`src/rtl/video_timing_gen.sv`:
```
// video_timing_gen: raster timing source (vsync/hsync/de) with pixel/line coordinates.
// Optional macro VTG_FRAME_CNT_EN adds a 16-bit completed-frame counter on frame_cnt.
`ifndef W_PW
`define W_PW 11
`endif
`ifndef W_PH
`define W_PH 10
`endif

module video_timing_gen #(
    parameter int HSYNC_W = 2,
    parameter int HBP     = 3,
    parameter int HFP     = 1,
    parameter int VSYNC_W = 1,
    parameter int VBP     = 2,
    parameter int VFP     = 1
) (
    input  logic           clk,
    input  logic           rstn,
    input  logic           en,
    input  logic [`W_PW:0] pic_width,
    input  logic [`W_PH:0] pic_height,
    output logic           vsync,
    output logic           hsync,
    output logic           de,
    output logic [`W_PW:0] x,
    output logic [`W_PH:0] y,
    output logic           sof,
    output logic           eof,
    output logic           busy
`ifdef VTG_FRAME_CNT_EN
    ,
    output logic [15:0]    frame_cnt
`endif
);

    localparam int HC_W = `W_PW + 2;
    localparam int VC_W = `W_PH + 2;
    localparam logic [HC_W-1:0] H_ONE = HC_W'(1);
    localparam logic [VC_W-1:0] V_ONE = VC_W'(1);

    localparam logic [2:0] S_IDLE  = 3'd0;
    localparam logic [2:0] S_VSYNC = 3'd1;
    localparam logic [2:0] S_VBP   = 3'd2;
    localparam logic [2:0] S_VACT  = 3'd3;
    localparam logic [2:0] S_VFP   = 3'd4;

    localparam logic [1:0] H_SYNC = 2'd0;
    localparam logic [1:0] H_BP   = 2'd1;
    localparam logic [1:0] H_ACT  = 2'd2;
    localparam logic [1:0] H_FP   = 2'd3;

    logic [2:0]      fs, nxt_fs;
    logic [1:0]      ls, nxt_ls;
    logic [HC_W-1:0] hcnt, nxt_hcnt, h_len;
    logic [VC_W-1:0] vcnt, nxt_vcnt, v_len;
    logic [`W_PW:0]  lat_w, nxt_lat_w;
    logic [`W_PH:0]  lat_h, nxt_lat_h;
    logic            start_ok, h_last, v_last, de_nxt;

    always_comb begin
        h_len = HC_W'(HFP);
        case (ls)
            H_SYNC:  h_len = HC_W'(HSYNC_W);
            H_BP:    h_len = HC_W'(HBP);
            H_ACT:   h_len = {1'b0, lat_w};
            default: h_len = HC_W'(HFP);
        endcase
        v_len = VC_W'(VFP);
        case (fs)
            S_VSYNC: v_len = VC_W'(VSYNC_W);
            S_VBP:   v_len = VC_W'(VBP);
            S_VACT:  v_len = {1'b0, lat_h};
            default: v_len = VC_W'(VFP);
        endcase
    end

    assign start_ok = en && (pic_width != '0) && (pic_height != '0);
    assign h_last   = (hcnt == h_len - H_ONE);
    assign v_last   = (vcnt == v_len - V_ONE);

    // Vertical state advances only on the last clock of a line (end of H_FP).
    always_comb begin
        nxt_fs    = fs;
        nxt_ls    = ls;
        nxt_hcnt  = hcnt;
        nxt_vcnt  = vcnt;
        nxt_lat_w = lat_w;
        nxt_lat_h = lat_h;
        if (fs == S_IDLE) begin
            nxt_ls   = H_SYNC;
            nxt_hcnt = '0;
            nxt_vcnt = '0;
            if (start_ok) begin
                nxt_fs    = S_VSYNC;
                nxt_lat_w = pic_width;
                nxt_lat_h = pic_height;
            end
        end else if (h_last) begin
            nxt_hcnt = '0;
            case (ls)
                H_SYNC:  nxt_ls = H_BP;
                H_BP:    nxt_ls = H_ACT;
                H_ACT:   nxt_ls = H_FP;
                default: nxt_ls = H_SYNC;
            endcase
            if (ls == H_FP) begin
                if (v_last) begin
                    nxt_vcnt = '0;
                    case (fs)
                        S_VSYNC: nxt_fs = S_VBP;
                        S_VBP:   nxt_fs = S_VACT;
                        S_VACT:  nxt_fs = S_VFP;
                        default: begin
                            if (start_ok) begin
                                nxt_fs    = S_VSYNC;
                                nxt_lat_w = pic_width;
                                nxt_lat_h = pic_height;
                            end else begin
                                nxt_fs = S_IDLE;
                            end
                        end
                    endcase
                end else begin
                    nxt_vcnt = vcnt + V_ONE;
                end
            end
        end else begin
            nxt_hcnt = hcnt + H_ONE;
        end
    end

    assign de_nxt = (nxt_fs == S_VACT) && (nxt_ls == H_ACT);

    // Outputs are decoded from the next state so they line up with the state register.
    always_ff @(posedge clk or negedge rstn) begin
        if (!rstn) begin
            fs    <= S_IDLE;
            ls    <= H_SYNC;
            hcnt  <= '0;
            vcnt  <= '0;
            lat_w <= '0;
            lat_h <= '0;
            vsync <= 1'b0;
            hsync <= 1'b0;
            de    <= 1'b0;
            x     <= '0;
            y     <= '0;
            sof   <= 1'b0;
            eof   <= 1'b0;
            busy  <= 1'b0;
        end else begin
            fs    <= nxt_fs;
            ls    <= nxt_ls;
            hcnt  <= nxt_hcnt;
            vcnt  <= nxt_vcnt;
            lat_w <= nxt_lat_w;
            lat_h <= nxt_lat_h;
            vsync <= (nxt_fs == S_VSYNC);
            hsync <= (nxt_fs != S_IDLE) && (nxt_ls == H_SYNC);
            de    <= de_nxt;
            x     <= ((nxt_fs != S_IDLE) && (nxt_ls == H_ACT)) ? nxt_hcnt[`W_PW:0] : '0;
            y     <= (nxt_fs == S_VACT) ? nxt_vcnt[`W_PH:0] : '0;
            sof   <= de_nxt && (nxt_hcnt == '0) && (nxt_vcnt == '0);
            eof   <= de_nxt && (nxt_hcnt == {1'b0, nxt_lat_w} - H_ONE)
                            && (nxt_vcnt == {1'b0, nxt_lat_h} - V_ONE);
            busy  <= (nxt_fs != S_IDLE);
        end
    end

`ifdef VTG_FRAME_CNT_EN
    always_ff @(posedge clk or negedge rstn) begin
        if (!rstn) begin
            frame_cnt <= 16'd0;
        end else if (eof) begin
            frame_cnt <= frame_cnt + 16'd1;
        end
    end
`endif

endmodule
```
`config.mk`:
```
export PLATFORM = sky130hd
export DESIGN_NAME = video_timing_gen
export DESIGN_NICKNAME = d
export VERILOG_FILES = /design/src/rtl/video_timing_gen.sv
export SDC_FILE = /design/constraint.sdc
export NUM_CORES = 1
export LEC_CHECK = 0
export CORE_ASPECT_RATIO = 1.1
export CORE_UTILIZATION = 30
export DETAILED_ROUTE_END_ITERATION = 6
export MAX_ROUTING_LAYER = met4
export PLACE_DENSITY = 0.44
export SLEW_MARGIN = 20
export SYNTH_ARGS = -nofsm -noshare
export SYNTH_HDL_FRONTEND = slang
export SYNTH_SLANG_ARGS = --single-unit
```
`constraint.sdc`:
```
create_clock -name clk -period 8.5 [get_ports clk]
set_clock_uncertainty 0.2 [all_clocks]
set_input_delay 1.7 -clock clk [delete_from_list [all_inputs] [get_ports clk]]
set_output_delay 1.7 -clock clk [all_outputs]
set_load 0.05 [all_outputs]
```
==> results.cfg, run 1 <==
[status]
status = finished clean

[setup_path]
r2r_start = ls[0]$_DFF_PN0_
crit_slowest_cell = o21ai_4
r2r_cells = 24
critPathMaxFanout = 28
worstSetupEndpointType = register
reg2reg_to = eof$_DFF_PN0_
cp_top_family = simple AND/OR/NAND/NOR gates
worstPathRequired_ns = 8.53
timing_worst_setup_path_type = reg2reg
start_kind = register
worst-path-stages = 24
reg2reg_slack_ns = 1.23
cpPeakStageDelay_ns = 0.74
crit_arrival_ns = 7.31
crit_path_cell_trace = inv_1 -> ha_1 -> buf_4 -> and3b_1 -> or3_1 -> inv_2 -> ha_1 -> nor4b_1 -> nor2_1 -> a21oi_1 -> xnor2_1 -> nand4_1 -> or4_4 -> o21ai_4 -> mux2i_1 -> ha_1 -> nand3_1 -> or2_2 -> mux2i_1 -> nand2_1 -> xnor2_1 -> xnor2_1 -> nand3_1 -> a2111oi_2
critPathBufInv = 3

[timing]
slew_viol_final = 0
setup_violations = 0
finalHoldViolCount = 0
clock.fmax_mhz = 138
holdWs_ns = 0.440
timing.final.ws_setup_ns = 1.23
rsz0062_at_grt = no
finalCritPeriodShare_pct = 85.6
post-route-min-period_ns = 7.27
setup_tns_ns = 0
relSlewSlack_pct = 33.0
tightest_slew_ns = 0.994

[die]
num_io_pins = 55
dieHeight_um = 151
design.core.area_um2 = 19900
die-width_um = 138
initial_core_util_pct = 30.6
die_area_um2 = 20900
num_rows = 54

[place]
portBuffers = 54
place.gp.congestion = 0.880
preCtsSetupSlack_ns = 1.27
dpl.hpwl_um = 15600

[synthesis]
postSynthCellCount = 696
yosys_most_used_dff = dfrtp_1
synth.area.top_cells = dfrtp_1 (34%), xnor2_1 (5.5%), xor2_1 (4.2%)
yosys.area.top_type = dfrtp_1
post_synth.cell_area_avg_um2 = 8.75
yosysWarnings = 0
ys_seq_area_share_pct = 33.7
synth_edf_count = 0
syn_area_um2 = 6090
ys_ff_latch = 82
synthArstFlopShare_pct = 100
synth_cell_types = 77
yosysTopAreaCellShare_pct = 33.7
synth_nets = 733
synth_commonest_cells = dfrtp_1 (82), nor2_1 (61), nand2_1 (48)
yosys.cell_count.top_type = dfrtp_1

[clock_tree]
h-tree-depth = 3
numCtsBuffers = 9
cts_setup_buffers = 0
cts_resized = 0
clk_latency_ns = 0.34
cts.clk_slew.worst_paths_ns = 0.07
cts_tree = built
cts-root-buf = clkbuf_16
hold_buffers = 0
cts_buffer_depth = 2
cts_sinks = 82

[power]
ir_worst_vdd_v = 0.000140
finalPower_w = 0.00212
p_leak_nw = 2.82
power.density_nw_per_um2 = 298

[route]
wl_per_cell_um = 20.4
drc = 0
drtPass1Iterations = 4
wirelength_um = 20100
vias = 5400
ant_nets = 0
via_per_inst = 5.48
drt_iter0_markers = 375

[hold_path]
hold_class = reg2reg
holdPathEnd = lat_w[11]$_DFF_PN0_
min_from = lat_w[11]$_DFF_PN0_
hold_depth = 2

[grt]
grt_pass1_vias = 5608
antenna_found_initial = 0
grt_usage_pct = 21.2
overflow = 0
grt_max_degree = 67
grt_first_pass_wirelength_um = 31700

[final_layout]
fin_util_pct = 35.8
drive_gt1_share_pct = 8.87
area.growth.synth_to_final_pct = 16.7
nets = 765
num_antenna_cells = 0

[flow_run]
maxCapViolCount = 0
## cell families (layout without fill, tap and decap cells)
kind of cell | after synthesis | in the layout | synth area share (%)
xor+xnor | 70 | 70 | 10.8
fa+ha+maj | 11 | 11 | 2.26
compound gates | 126 | 126 | 14.6
buf+inv | 69 | 106 | 5.10
flops | 82 | 82 | 33.7
simple gates | 300 | 300 | 26.9
mux | 38 | 38 | 6.66
## per-stage QoR
stage | area (um^2) | cells
after floorplan | 6090 | 696
after global placement | 6790 | 969
after detailed placement | 6790 | 969
after CTS | 7100 | 985
after global routing | 7100 | 985
final | 7100 | 985
## layer usage
layer / track usage [%] / wire length (um) / up-vias
met5: - / 0 / -
met1: 24.5 / 8320 / 2643
met2: 34.6 / 10000 / 126
met3: 3.55 / 795 / 38
met4: 12.1 / 986 / 0
li1: - / - / 2593
## layout make-up
cell class                 instances  area, um^2
clock inverter                     4        57.6
tap                              252         315
inverter                          30         113
multi-input combinational        545        3720
sequential                        82        2050
timing repair buffer              60         583
fill                            2063       12800
clock buffer                      12         256
## state kept, by name (all words and copies together), names as in the netlist
| name | flops |
|---|---|
| lat_h | 11 |
| hcnt | 13 |
| ls | 2 |
| busy | 1 |
| vsync | 1 |
| eof | 1 |
| y | 11 |
| de | 1 |
| vcnt | 12 |
| x | 12 |
| lat_w | 12 |
| hsync | 1 |
| fs | 3 |
| sof | 1 |
## worst reg2reg max path, stage by stage, from the launching register on
cell and delay, ns:
dfrtp_1 0.44, inv_1 0.11, ha_1 0.22, buf_4 0.23, and3b_1 0.19, or3_1 0.50, inv_2 0.16, ha_1 0.32
nor4b_1 0.44, nor2_1 0.18, a21oi_1 0.19, xnor2_1 0.17, nand4_1 0.22, or4_4 0.64, o21ai_4 0.74, mux2i_1 0.46
ha_1 0.32, nand3_1 0.13, or2_2 0.29, mux2i_1 0.18, nand2_1 0.10, xnor2_1 0.17, xnor2_1 0.13, nand3_1 0.11
a2111oi_2 0.34
## report_power, final
part / switching, W / leakage, nW / internal [W]
sequential: 0.000195 / 1.07 / 0.000472
clock: 0.000172 / 0.151 / 0.000247
combinational: 0.000619 / 1.60 / 0.000414
## cells in the final DEF (no fill, tap or decap), types with 5 or more instances in the layout
master / instances
xnor2_1: 38
nand4_1: 14
or3_1: 19
a21oi_1: 25
nand2_1: 48
and4_1: 6
nand3b_1: 10
inv_1: 28
nand3_1: 23
and2_1: 7
o21ai_0: 30
nand2b_1: 5
nor2_1: 61
and3_1: 18
nor4_1: 13
mux2_2: 19
o41ai_1: 5
clkbuf_16: 9
a2111oi_0: 5
or2_2: 8
xor2_1: 29
dfrtp_1: 82
o211ai_1: 7
ha_1: 11
or4_1: 7
nor3_1: 35
clkdlybuf4s50_1: 53
nor3b_1: 5
mux2i_1: 18
buf_4: 7
## how the worst max path moves through the flow
stage               startpoint             to
6_report       ls[0]$_DFF_PN0_  eof$_DFF_PN0_
5_1_grt        ls[0]$_DFF_PN0_  eof$_DFF_PN0_
4_1_cts        ls[0]$_DFF_PN0_  eof$_DFF_PN0_
3_5_place_dp   ls[0]$_DFF_PN0_  eof$_DFF_PN0_
3_3_place_gp   ls[0]$_DFF_PN0_  eof$_DFF_PN0_
2_1_floorplan  ls[0]$_DFF_PN0_  eof$_DFF_PN0_
(Power assumes the default switching activity.)
==> inputs of run 2 (changes only) <==
Settings changed: CTS_CLUSTER_SIZE set to 25, GPL_TIMING_DRIVEN set to 0.
==> run 2 against run 1 <==
Cell count increased by 4.1%. First-iteration DRC count shrank 37%. Combinational power increased by 14%. Design area up 3.0%. Die area did not move. Utilization up 1.1 points. Fmax fell by 4.1%. Power increased by 1.6%. Largest cell class unchanged. Highest routed layer unchanged.
==> results.cfg, run 2 (synthesized netlist as in run 1, its figures left out) <==
[grt]
grt_first_pass_wirelength_um = 32000
grt_usage_pct = 21.5
grt_pass1_vias = 5580
antenna_found_initial = 0
overflow = 0
grt_max_degree = 49

[route]
wl_per_cell_um = 20.2
drc = 0
vias = 5555
ant_nets = 0
drtPass1Iterations = 4
via_per_inst = 5.42
wirelength_um = 20700
drt_iter0_markers = 236

[timing]
setup_violations = 0
relSlewSlack_pct = 25.2
slew_viol_final = 0
post-route-min-period_ns = 7.58
setup_tns_ns = 0
rsz0062_at_grt = no
finalHoldViolCount = 0
timing.final.ws_setup_ns = 0.920
finalCritPeriodShare_pct = 89.2
tightest_slew_ns = 1.11
clock.fmax_mhz = 132

[final_layout]
largest_reg_flops = 13
mostFrequentLayoutCell = dfrtp_1
largest-register = hcnt
area.growth.synth_to_final_pct = 20.2
nets = 805
drive_gt1_share_pct = 11.1
mostFrequentLayoutCells = dfrtp_1 (82), nor2_1 (61), clkdlybuf4s50_1 (53)
num_antenna_cells = 0

[die]
die_area_um2 = 20900
num_rows = 54
die-width_um = 138
design.core.area_um2 = 19900
num_io_pins = 55
dieHeight_um = 151
initial_core_util_pct = 30.6

[power]
power.density_nw_per_um2 = 294
switchingPower_w = 0.00103
p_leak_nw = 2.93
p_comb_share_pct = 54.6
clkPwrFrac_pct = 18.5
p_sw_share_pct = 47.7
power.internal_w = 0.00113
ir_worst_vdd_v = 0.000133
seqPwrFrac_pct = 26.9

[setup_path]
worstSetupEndpointType = register
r2r_start = ls[0]$_DFF_PN0_
crit_slowest_cell = or4_4
critPathMaxFanout = 10
start_kind = register
crit_path_frequent_cell = ha_1
r2r_cells = 28
reg2reg_slack_ns = 0.92
worstPathRequired_ns = 8.54
reg2reg_to = eof$_DFF_PN0_
crit_arrival_ns = 7.62
cpPeakStageDelay_ns = 0.66
timing_worst_setup_path_type = reg2reg

[clock_tree]
numCtsBuffers = 9
h-tree-depth = 3
cts-root-buf = clkbuf_16
cts_buffer_depth = 2
cts.clk_slew.worst_paths_ns = 0.07
clk_latency_ns = 0.36
hold_buffers = 0
cts_sinks = 82
cts_tree = built

[hold_path]
hold_depth = 2
min_from = lat_w[11]$_DFF_PN0_
holdPathEnd = lat_w[11]$_DFF_PN0_
hold_class = reg2reg

[status]
status = finished clean

[place]
place.gp.congestion = 0.900
dpl.hpwl_um = 16200
portBuffers = 54
preCtsSetupSlack_ns = 0.568

[flow_run]
maxCapViolCount = 0
[run 2: cell count changes in the layout (fill, tap and decap cells not counted), moves of 2 or more]
cell      delta
inv_8        +2
clkbuf_8     -2
clkbuf_1    +21
buf_2       +13
[run 2: routing by layer]
metal,share of wire (%),track usage [%],vias up
li1,-,-,2676
met1,43,25.2,2759
met2,52,37.8,90
met3,2.2,2.74,30
met4,2.6,6.63,0
met5,0,-,-
[run 2: repair_timing]
| action | in CTS | in global routing |
|---|---|---|
| setup endpoints to repair | 0 | 1 |
| gates resized for setup | 0 | 2 |
| buffers inserted | 0 | 6 |
[run 2: per-stage QoR]
step	utilization (%)	std cells	hold WS, ns	total power, W	cell area, um^2
2_1_floorplan	-	696	0.319	0.00138	6090
3_3_place_gp	35.0	1002	0.407	0.00173	6940
3_5_place_dp	35.1	1003	0.419	0.00174	6970
4_1_cts	36.6	1019	0.432	0.00215	7260
5_1_grt	36.8	1025	0.479	0.00231	7320
6_report	36.8	1025	0.429	0.00215	7320
[run 2: cell type report]
cell class / instances / area [um^2]
repair buffers: 61 / 611
inverters: 30 / 113
clock inverters: 7 / 66.3
plain buffers: 39 / 199
clock buffers: 9 / 225
well taps: 252 / 315
multi-input cells: 545 / 3740
fillers: 2064 / 12500
flip-flops and latches: 82 / 2050
[run 2: how the worst max path moves through the flow]
stage / startpoint / to / cells past startpoint
finish: ls[0]$_DFF_PN0_ / eof$_DFF_PN0_ / 28
global route: ls[0]$_DFF_PN0_ / eof$_DFF_PN0_ / 28
detailed placement: ls[0]$_DFF_PN0_ / eof$_DFF_PN0_ / 28
floorplan: ls[0]$_DFF_PN0_ / eof$_DFF_PN0_ / 28
global placement: ls[0]$_DFF_PN0_ / eof$_DFF_PN0_ / 28
CTS: ls[0]$_DFF_PN0_ / eof$_DFF_PN0_ / 28
[run 2: critical path: cells and delay by family, from the launching register on]
family	cells	cell delay, ns
AOI/OAI and AO/OA	5	1.24
xor gates and xnor gates	1	0.21
adders and majority gates	3	0.75
buffers and inverters	7	1.69
DFF	1	0.45
muxes	2	0.52
and+or+nand+nor	10	2.36
[run 2: power groups by stage]
stage               clock, W  sequential [W]  combinational, W
global placement           0        0.000585           0.00115
finish              0.000399        0.000579           0.00117
global route        0.000422        0.000591           0.00129
CTS                 0.000406        0.000578           0.00117
floorplan                  0        0.000572          0.000812
detailed placement         0        0.000585           0.00116
==> inputs of run 3 (changes only) <==
Settings changed: ABC_AREA set to 1.
==> run 3 against run 2 <==
Wire length grew 7.5%. Clock power grew 6.5%. Die area grew 8.1%. Design area grew 7.0%. Largest cell class unchanged. Largest power group unchanged.
==> results.cfg, run 3 <==
[setup_path]
timing_worst_setup_path_type = in2reg
critPathBufInv = 5
crit_arrival_ns = 6.18
worstSetupEndpointType = register
worstPathRequired_ns = 8.57
crit_path_cell_trace = clkdlybuf4s50_1 -> nor4_1 -> nand3_1 -> nand3_1 -> inv_1 -> clkbuf_1 -> buf_1 -> nand2_2 -> nand2_1 -> nand2_2 -> inv_1 -> ha_1 -> nand3_1 -> nand3_1 -> nor2_1 -> nand2_1 -> nor2_1 -> nand2_1 -> nor2_1 -> nand3_1 -> nor2_1 -> nand2_1 -> nor2_1
r2r_cells = 33
critPathMaxFanout = 10
r2r_start = ls[0]$_DFF_PN0_
cp_top_family = simple AND/OR/NAND/NOR gates
reg2reg_to = eof$_DFF_PN0_
reg2reg_slack_ns = 3.32
cpPeakStageDelay_ns = 0.76
start_kind = input pin
worst-path-stages = 23
crit_slowest_cell = nor4_1

[clock_tree]
clk_latency_ns = 0.35
cts_sinks = 82
cts-root-buf = clkbuf_16
cts_tree = built
hold_buffers = 0
numCtsBuffers = 9
cts_buffer_depth = 2
cts_resized = 0
cts_setup_buffers = 0
cts.clk_slew.worst_paths_ns = 0.06
h-tree-depth = 3

[synthesis]
synth_edf_count = 0
syn_area_um2 = 6590
synth.area.top_cells = dfrtp_1 (31%), nand2_1 (18%), nand3_1 (8.6%)
ys_ff_latch = 82
yosysTopAreaCellShare_pct = 31.1
yosys.area.top_type = dfrtp_1
synth_cell_types = 45
synth_commonest_cells = nand2_1 (314), inv_1 (127), nand3_1 (113)
ys_seq_area_share_pct = 31.1
post_synth.cell_area_avg_um2 = 6.67
postSynthCellCount = 988
synthArstFlopShare_pct = 100
yosys_most_used_dff = dfrtp_1
yosys.cell_count.top_type = nand2_1
yosysWarnings = 0
synth_nets = 1025

[die]
num_rows = 56
design.core.area_um2 = 21400
die_area_um2 = 22600
initial_core_util_pct = 30.7
dieHeight_um = 157
num_io_pins = 55
die-width_um = 143

[final_layout]
mostFrequentLayoutCell = nand2_1
mostFrequentLayoutCells = nand2_1 (314), inv_1 (127), nand3_1 (113)
largest-register = hcnt
area.growth.synth_to_final_pct = 18.9
drive_gt1_share_pct = 11.0
num_antenna_cells = 0
fillers = 2406
nets = 1091
largest_reg_flops = 13

[grt]
overflow = 0
grt_pass1_vias = 6202
grt_first_pass_wirelength_um = 35500
grt_max_degree = 53
grt_usage_pct = 21.9
antenna_found_initial = 0

[power]
seqPwrFrac_pct = 27.7
ir_worst_vdd_v = 0.000130
switchingPower_w = 0.000976
p_leak_nw = 3.97
power.density_nw_per_um2 = 256
p_comb_share_pct = 51.2
finalPower_w = 0.00201
p_sw_share_pct = 48.6
clkPwrFrac_pct = 21.2
power.internal_w = 0.00103

[flow_run]
maxCapViolCount = 0

[route]
wl_per_cell_um = 16.5
drc = 0
wirelength_um = 22300
drt_iter0_markers = 353
drtPass1Iterations = 5
vias = 6327
via_per_inst = 4.69
ant_nets = 0

[timing]
holdWs_ns = 0.399
finalHoldViolCount = 0
setup_violations = 0
setup_tns_ns = 0
finalCritPeriodShare_pct = 71.8
clock.fmax_mhz = 164
post-route-min-period_ns = 6.11
rsz0062_at_grt = no
tightest_slew_ns = 0.837
relSlewSlack_pct = 43.7
slew_viol_final = 0

[status]
status = finished clean

[hold_path]
min_from = lat_w[5]$_DFF_PN0_
hold_depth = 2
hold_class = reg2reg
holdPathEnd = lat_w[5]$_DFF_PN0_

[place]
dpl.hpwl_um = 18000
portBuffers = 54
place.gp.congestion = 0.891
run 3: final cells by class:
type	count	area, um^2	area share, %
Timing Repair Buffer	55	566	7.22
Sequential cell	82	2050	26.2
Clock buffer	10	229	2.92
Tap cell	290	363	4.63
Multi-Input combinational cell	750	3880	49.5
Clock inverter	5	80.1	1.02
Inverter	138	520	6.65
Buffer	18	144	1.84
run 3: metrics by stage:
step | cell area (um^2) | utilization [%] | std cells | worst slack, ns
floorplan | 6590 | - | 988 | 4.15
CTS | 7830 | 36.5 | 1348 | 2.43
global placement | 7490 | 34.9 | 1332 | 2.04
detailed placement | 7520 | 35.1 | 1333 | 2.07
global route | 7830 | 36.5 | 1348 | 2.02
finish | 7830 | 36.5 | 1348 | 2.39
run 3: worst reg2reg max path: cells and delay by family, from the launching register on:
| family | cells | cell delay (ns) |
|---|---|---|
| AND/OR/NAND/NOR | 23 | 2.70 |
| adder cells (fa/ha/maj) | 3 | 0.70 |
| buffers and inverters | 5 | 0.63 |
| flip-flops | 1 | 0.48 |
| XOR/XNOR | 2 | 0.41 |
run 3: cell families (layout without fill, tap and decap cells):
kind of cell	count (synthesis)	in the layout	synth area share, %
flip-flops	82	82	31.1
buffers and inverters	156	226	10.1
AO/OA/AOI/OAI	56	56	5.15
adder cells (fa/ha/maj)	11	11	2.09
AND/OR/NAND/NOR	648	648	46.5
XOR/XNOR	35	35	5.07
run 3: how the worst max path moves through the flow:
stage                              from       endpoint  slack, ns
after floorplan           pic_height[0]  eof$_DFF_PN0_       4.15
after global placement     pic_width[0]  eof$_DFF_PN0_       2.04
after detailed placement   pic_width[0]  eof$_DFF_PN0_       2.07
after CTS                  pic_width[0]  eof$_DFF_PN0_       2.43
after global routing       pic_width[0]  eof$_DFF_PN0_       2.02
final                      pic_width[0]  eof$_DFF_PN0_       2.39
run 3: power groups by stage:
stage	registers [W]	logic, W	clock network [W]
floorplan	0.000540	0.000728	0
global placement	0.000563	0.00103	0
detailed placement	0.000561	0.00103	0
CTS	0.000554	0.00103	0.000437
global route	0.000564	0.00116	0.000452
finish	0.000555	0.00103	0.000425
run 3: metal layers:
metal / GRT usage [%] / wire length [um] / up-vias
met1: 28.9 / 10800 / 2916
met3: 2.89 / 648 / 35
met5: - / 0 / -
met4: 8.46 / 725 / 0
met2: 33.9 / 10100 / 115
li1: - / - / 3261
